`src/rtl/led_matrix_scan.sv`:
```
// Row-multiplexed scan driver for an 8x8 LED matrix with double-buffered
// frame storage. The front buffer is scanned one row per slot, each slot
// opening with a blanking window to suppress ghosting. The back buffer
// takes writes, and the two buffers exchange roles only at a frame
// boundary so a frame is never torn by a swap.
module led_matrix_scan #(
    parameter int scan_divider = 100000,
    parameter int blank_cycles = 1000
) (
    input  logic       clk,
    input  logic       reset_n,
    input  logic       wr_en,
    input  logic [2:0] wr_row,
    input  logic [7:0] wr_data,
    input  logic       swap_req,
    output logic       swap_pending,
    output logic       swap_done,
    output logic       frame_start,
    output logic [7:0] rows,
    output logic [7:0] cols
);

    localparam int            CW        = (scan_divider > 1) ? $clog2(scan_divider) : 1;
    localparam logic [CW-1:0] cnt_max   = CW'(scan_divider - 1);
    localparam logic [CW-1:0] blank_end = CW'(blank_cycles);
    localparam logic [CW-1:0] cnt_one   = CW'(1);

    typedef enum logic {BLANK, DRIVE} scan_state_t;

    scan_state_t   state;
    scan_state_t   state_next;
    logic [CW-1:0] cnt;
    logic [CW-1:0] cnt_next;
    logic [2:0]    row;
    logic [2:0]    row_next;
    logic          sel;
    logic          sel_next;
    logic          slot_wrap;
    logic          frame_wrap;
    logic          swap_apply;
    logic          pending_next;
    logic [7:0]    front_row;
    logic [7:0]    rows_next;
    logic [7:0]    cols_next;
    logic [7:0]    buf0 [8];
    logic [7:0]    buf1 [8];

    // Next-state logic for the slot counter, row index, buffer select, swap
    // handshake and the BLANK/DRIVE phase, plus the registered drive values.
    // The phase flips to BLANK when a slot restarts and to DRIVE once the
    // blanking window has elapsed. The drive values are formed from the
    // post-edge counter, row and select so the pins move with the counter.
    // The front row is read from the current buffer contents: the only edge
    // on which that buffer can also change (a write landing on the applying
    // wrap) starts a new slot and therefore always drives blank.
    always_comb begin
        slot_wrap    = (cnt == cnt_max);
        cnt_next     = slot_wrap ? '0 : cnt + cnt_one;
        row_next     = slot_wrap ? row + 3'd1 : row;
        frame_wrap   = slot_wrap && (row == 3'd7);
        swap_apply   = frame_wrap && swap_pending;
        sel_next     = sel ^ swap_apply;
        pending_next = swap_apply ? swap_req : (swap_pending | swap_req);

        state_next = state;
        if (cnt_next == '0) begin
            state_next = BLANK;
        end else if (cnt_next == blank_end) begin
            state_next = DRIVE;
        end

        front_row = sel_next ? buf1[row_next] : buf0[row_next];
        rows_next = 8'h00;
        cols_next = 8'h00;
        if (state_next == DRIVE) begin
            rows_next = 8'h01 << row_next;
            cols_next = front_row;
        end
    end

    // Scan state register: counter, row, phase, select, swap handshake and
    // all registered outputs.
    always_ff @(posedge clk or negedge reset_n) begin
        if (!reset_n) begin
            state        <= BLANK;
            cnt          <= '0;
            row          <= 3'd0;
            sel          <= 1'b0;
            swap_pending <= 1'b0;
            swap_done    <= 1'b0;
            frame_start  <= 1'b0;
            rows         <= 8'h00;
            cols         <= 8'h00;
        end else begin
            state        <= state_next;
            cnt          <= cnt_next;
            row          <= row_next;
            sel          <= sel_next;
            swap_pending <= pending_next;
            swap_done    <= swap_apply;
            frame_start  <= frame_wrap;
            rows         <= rows_next;
            cols         <= cols_next;
        end
    end

    // Frame storage: writes always go to the back buffer selected by the
    // pre-edge select, so a write on the swapping edge lands in the buffer
    // that becomes front on that same edge.
    always_ff @(posedge clk or negedge reset_n) begin
        if (!reset_n) begin
            for (int i = 0; i < 8; i++) begin
                buf0[i] <= 8'h00;
                buf1[i] <= 8'h00;
            end
        end else if (wr_en) begin
            if (sel) begin
                buf0[wr_row] <= wr_data;
            end else begin
                buf1[wr_row] <= wr_data;
            end
        end
    end

endmodule
```
`config.mk`:
```
export PLATFORM = sky130hd
export DESIGN_NAME = led_matrix_scan
export DESIGN_NICKNAME = d
export VERILOG_FILES = /design/src/rtl/led_matrix_scan.sv
export SDC_FILE = /design/constraint.sdc
export NUM_CORES = 1
export LEC_CHECK = 0
export ABC_AREA = 1
export CAP_MARGIN = 5
export CORE_ASPECT_RATIO = 0.7
export CORE_UTILIZATION = 45
export CTS_CLUSTER_DIAMETER = 50
export CTS_CLUSTER_SIZE = 14
export DETAILED_ROUTE_END_ITERATION = 12
export GPL_ROUTABILITY_DRIVEN = 1
export HOLD_SLACK_MARGIN = 0.03
export SYNTH_ARGS = -nofsm -noshare
export SYNTH_HDL_FRONTEND = slang
export SYNTH_SLANG_ARGS = --single-unit
```
`constraint.sdc`:
```
create_clock -name clk -period 2.3 [get_ports clk]
set_clock_uncertainty 0.15 [all_clocks]
set_input_delay 0.69 -clock clk [delete_from_list [all_inputs] [get_ports clk]]
set_output_delay 0.69 -clock clk [all_outputs]
set_load 0.1 [all_outputs]
```
==> impl_metrics.yaml <==
global_route:
  grt_pass1_vias: 6987
  grt_max_degree: 94
  antenna_found_initial: 0
  busiest_layer: "met1"
  grt_use_met1: 0.471
  met3_usage: 0.0651
  grt_pass1_wl_um: 40700
  grt_overflow_total: 0
  gr-usage-met2: 0.351
  track_usage: 0.282
setup_path:
  path_cells: "ha_4 > nand2_4 > nor2_4 > nand3_2 > nor2_4 > nand3_4 > nand2_4 > clkbuf_16 > nand2_1 > nand2_1 > nand2_1 > nand3_1 > nand3_1 > nand2_1 > nor2_1"
  required_ns: 2.47
  startpoint_type: "flip-flop"
  crit_arrival_ns: 2.60
  slowest_stage: "dfrtp_1"
  cpMostUsedCell: "nand2_1"
  crit_type: "flip-flop to flip-flop"
  cpPeakStageDelay_ns: 0.40
  worst-path-max-fanout: 10
  end_kind: "flip-flop"
  r2r_slack_ns: -0.12
power:
  p_sw_frac: 0.260
  leakage_nw: 5.63
  p_int_mw: 5.09
  powerDensity_nw_per_um2: 620
  finalPower_mw: 6.88
  peakVddDrop_uv: 436
  power_frac_seq: 0.478
  p_clk_frac: 0.426
  p_sw_mw: 1.79
  p_comb_frac: 0.096
placement:
  gp_congestion: 0.914
  post-dp-hpwl_um: 17700
  port_buffers: 33
  dpl_cell_area_sq_um: 9940
cells_and_area:
  stdcell_area_sq_um: 11100
  ff_latch_area_sq_um: 4230
  drive_gt1_frac: 0.186
  diodes: 0
  multi_input_area_sq_um: 3550
  fin_nets: 1283
  fin_util: 0.610
  fillers: 1588
  area_growth_pct: 31.3
synthesis:
  syn_nets: 1158
  yosysTopAreaCellShare: 0.500
  syn_area_sq_um: 8460
  yosysWarnings: 0
  syn_inst: 1140
  netlist.top_cell.by_area: "dfrtp_1"
  synthTopCellsByArea: "dfrtp_1 (50%), nand2_1 (19%), o21ai_0 (7.6%), inv_1 (7.2%), nand3_1 (4.4%)"
  synth.distinct_cells: 32
  synth-seq-cells: 169
  syn_avg_cell_area_sq_um: 7.42
  synth-seq-area-share: 0.500
detailed_routing:
  postRouteAntennaNets: 0
  wl_um: 26300
  wl_per_cell_um: 17.4
  vias: 7663
  drt_iter0_drc: 1075
  routed_via_density: 5.06
  drc: 8
  drt_first_pass_iters: 9
sta:
  setup_ws_ns: -0.122
  period_needed_ns: 2.42
  timing.fmax_mhz: 413
  period_share: 1.05
  setup_tns_ns: -0.826
  setup_viol: 17
  tightest_slew_ns: 0.525
  relSlewSlack: 0.650
  drv_slew: 0
  rsz0062_at_grt: "true"
  hold_viol: 0
floorplanning:
  die_y_um: 117
  io_pins: 34
  die_area_sq_um: 19400
  die_w_um: 166
  initial_core_util: 0.465
  core_sq_um: 18200
  row_count: 41
clock_network:
  cts_inserted_buffers: 17
  clock_latency_ns: 0.44
  cts.clk_slew.worst_paths_ns: 0.07
  clk_path_buf_depth: 2
  cts_tree: "done"
  htreeDepth: 4
  clock_sinks: 169
  cts_root_buffer: "clkbuf_16"
run_status:
  run_status: "complete, but fails checks"
  violations: "design-rule violations, negative setup slack"
job:
  cap_violations: 0
min_path:
  min_path_type: "flip-flop to flip-flop"
[cells in the final DEF (no fill, tap or decap), types with 5 or more instances in the layout]
cell / Yosys / final
nand2_1: 422 / 414
dfrtp_1: 169 / 169
inv_1: 162 / 162
o21ai_0: 129 / 129
buf_4: 6 / 90
nand3_1: 75 / 59
nor2_1: 61 / 53
buf_12: 0 / 37
clkbuf_16: 0 / 20
nand3_2: 1 / 16
o21ai_1: 15 / 13
clkdlybuf4s50_1: 0 / 13
nor2_2: 5 / 11
nand4_1: 11 / 11
nand2_2: 5 / 10
buf_6: 4 / 7
inv_2: 6 / 6
clkinvlp_4: 0 / 6
nand2_4: 2 / 5
nor3_1: 6 / 5
[routing by layer]
layer  share of wire  vias to the layer above
met1            0.52                     3532
met4           0.012                        0
met2            0.36                      350
met3            0.11                       27
met5               0                        -
li1                -                     3754
[Yosys cell counts]
master	count
nand2_1	422
dfrtp_1	169
inv_1	162
o21ai_0	129
nand3_1	75
nor2_1	61
clkbuf_1	31
o21ai_1	15
nand4_1	11
buf_2	8
buf_4	6
inv_2	6
nor3_1	6
nand2_2	5
nor2_2	5
buf_6	4
xor2_1	4
ha_1	3
nand2_4	2
nand3b_1	2
nor3_4	2
o21bai_1	2
a21oi_1	1
clkinv_2	1
inv_4	1
nand3_2	1
nand3_4	1
nor2_4	1
nor2_8	1
nor4_1	1
o21ai_4	1
xor2_4	1
[kinds of logic (layout without fill, tap and decap cells)]
group,Yosys count,count (layout),share of synthesized area
flops,169,169,0.500
simple gates,596,597,0.294
fa+ha+maj,3,3,0.00444
compound gates,148,148,0.0895
buf+inv,219,355,0.105
xor+xnor,5,5,0.00740
[final timing paths]
check,startpoint,to,cells past startpoint
min in group asynchronous,reset_n,frame_start,2
worst min register to register,buf1[46],buf1[46],2
worst max-delay path,cnt[1],cols[1],15
max in group asynchronous,reset_n,buf0[57],3
worst min-delay path,buf1[46],buf1[46],2
worst max register to register,cnt[1],cols[1],15
[power by group through the flow]
stage | Combinational [mW] | Sequential [mW] | Clock [mW]
3_3_place_gp | 0.630 | 3.34 | 0
2_1_floorplan | 0.353 | 3.31 | 0
5_1_grt | 0.756 | 3.32 | 3.09
6_report | 0.661 | 3.29 | 2.93
4_1_cts | 0.645 | 3.29 | 2.96
3_5_place_dp | 0.637 | 3.34 | 0
[through the flow]
step           std cells  setup slack [ns]  hold slack (ns)
2_1_floorplan       1140            0.0946            0.244
3_3_place_gp        1454            -0.111            0.311
3_5_place_dp        1454            -0.139            0.316
4_1_cts             1507           -0.0341            0.334
5_1_grt             1513            -0.258            0.346
6_report            1513            -0.122            0.333
[state kept, by name (all words and copies together), names as in the netlist]
signal,flops
buf0,64
buf1,64
cnt,17
cols,8
frame_start,1
row,3
rows,8
sel,1
state,1
swap_done,1
swap_pending,1
[cell type report]
type / count / area share
timing repair buffer: 154 / 0.162
clock buffer: 19 / 0.0408
clock inverter: 12 / 0.0126
tap: 236 / 0.0266
multi-input combinational: 753 / 0.319
inverter: 170 / 0.0578
sequential: 169 / 0.381
[critical path, delay by kind of cell, from the launching register on]
kind                       cells  cell delay (ns)
DFF                            1             0.40
and+or+nand+nor               13             1.43
adders and majority gates      1             0.17
buffers and inverters          1             0.19
[what timing repair did]
item | in CTS | in global routing
buffers inserted | 17 | 3
pin swaps | 14 | 17
hold buffers | 1 | 0
resized for setup | 26 | 26
hold endpoints to repair | 5 | 0
endpoints found under the setup margin | 17 | 18
gates cloned | 4 | 4
No activity file was read; power rests on OpenSTA's default activity.
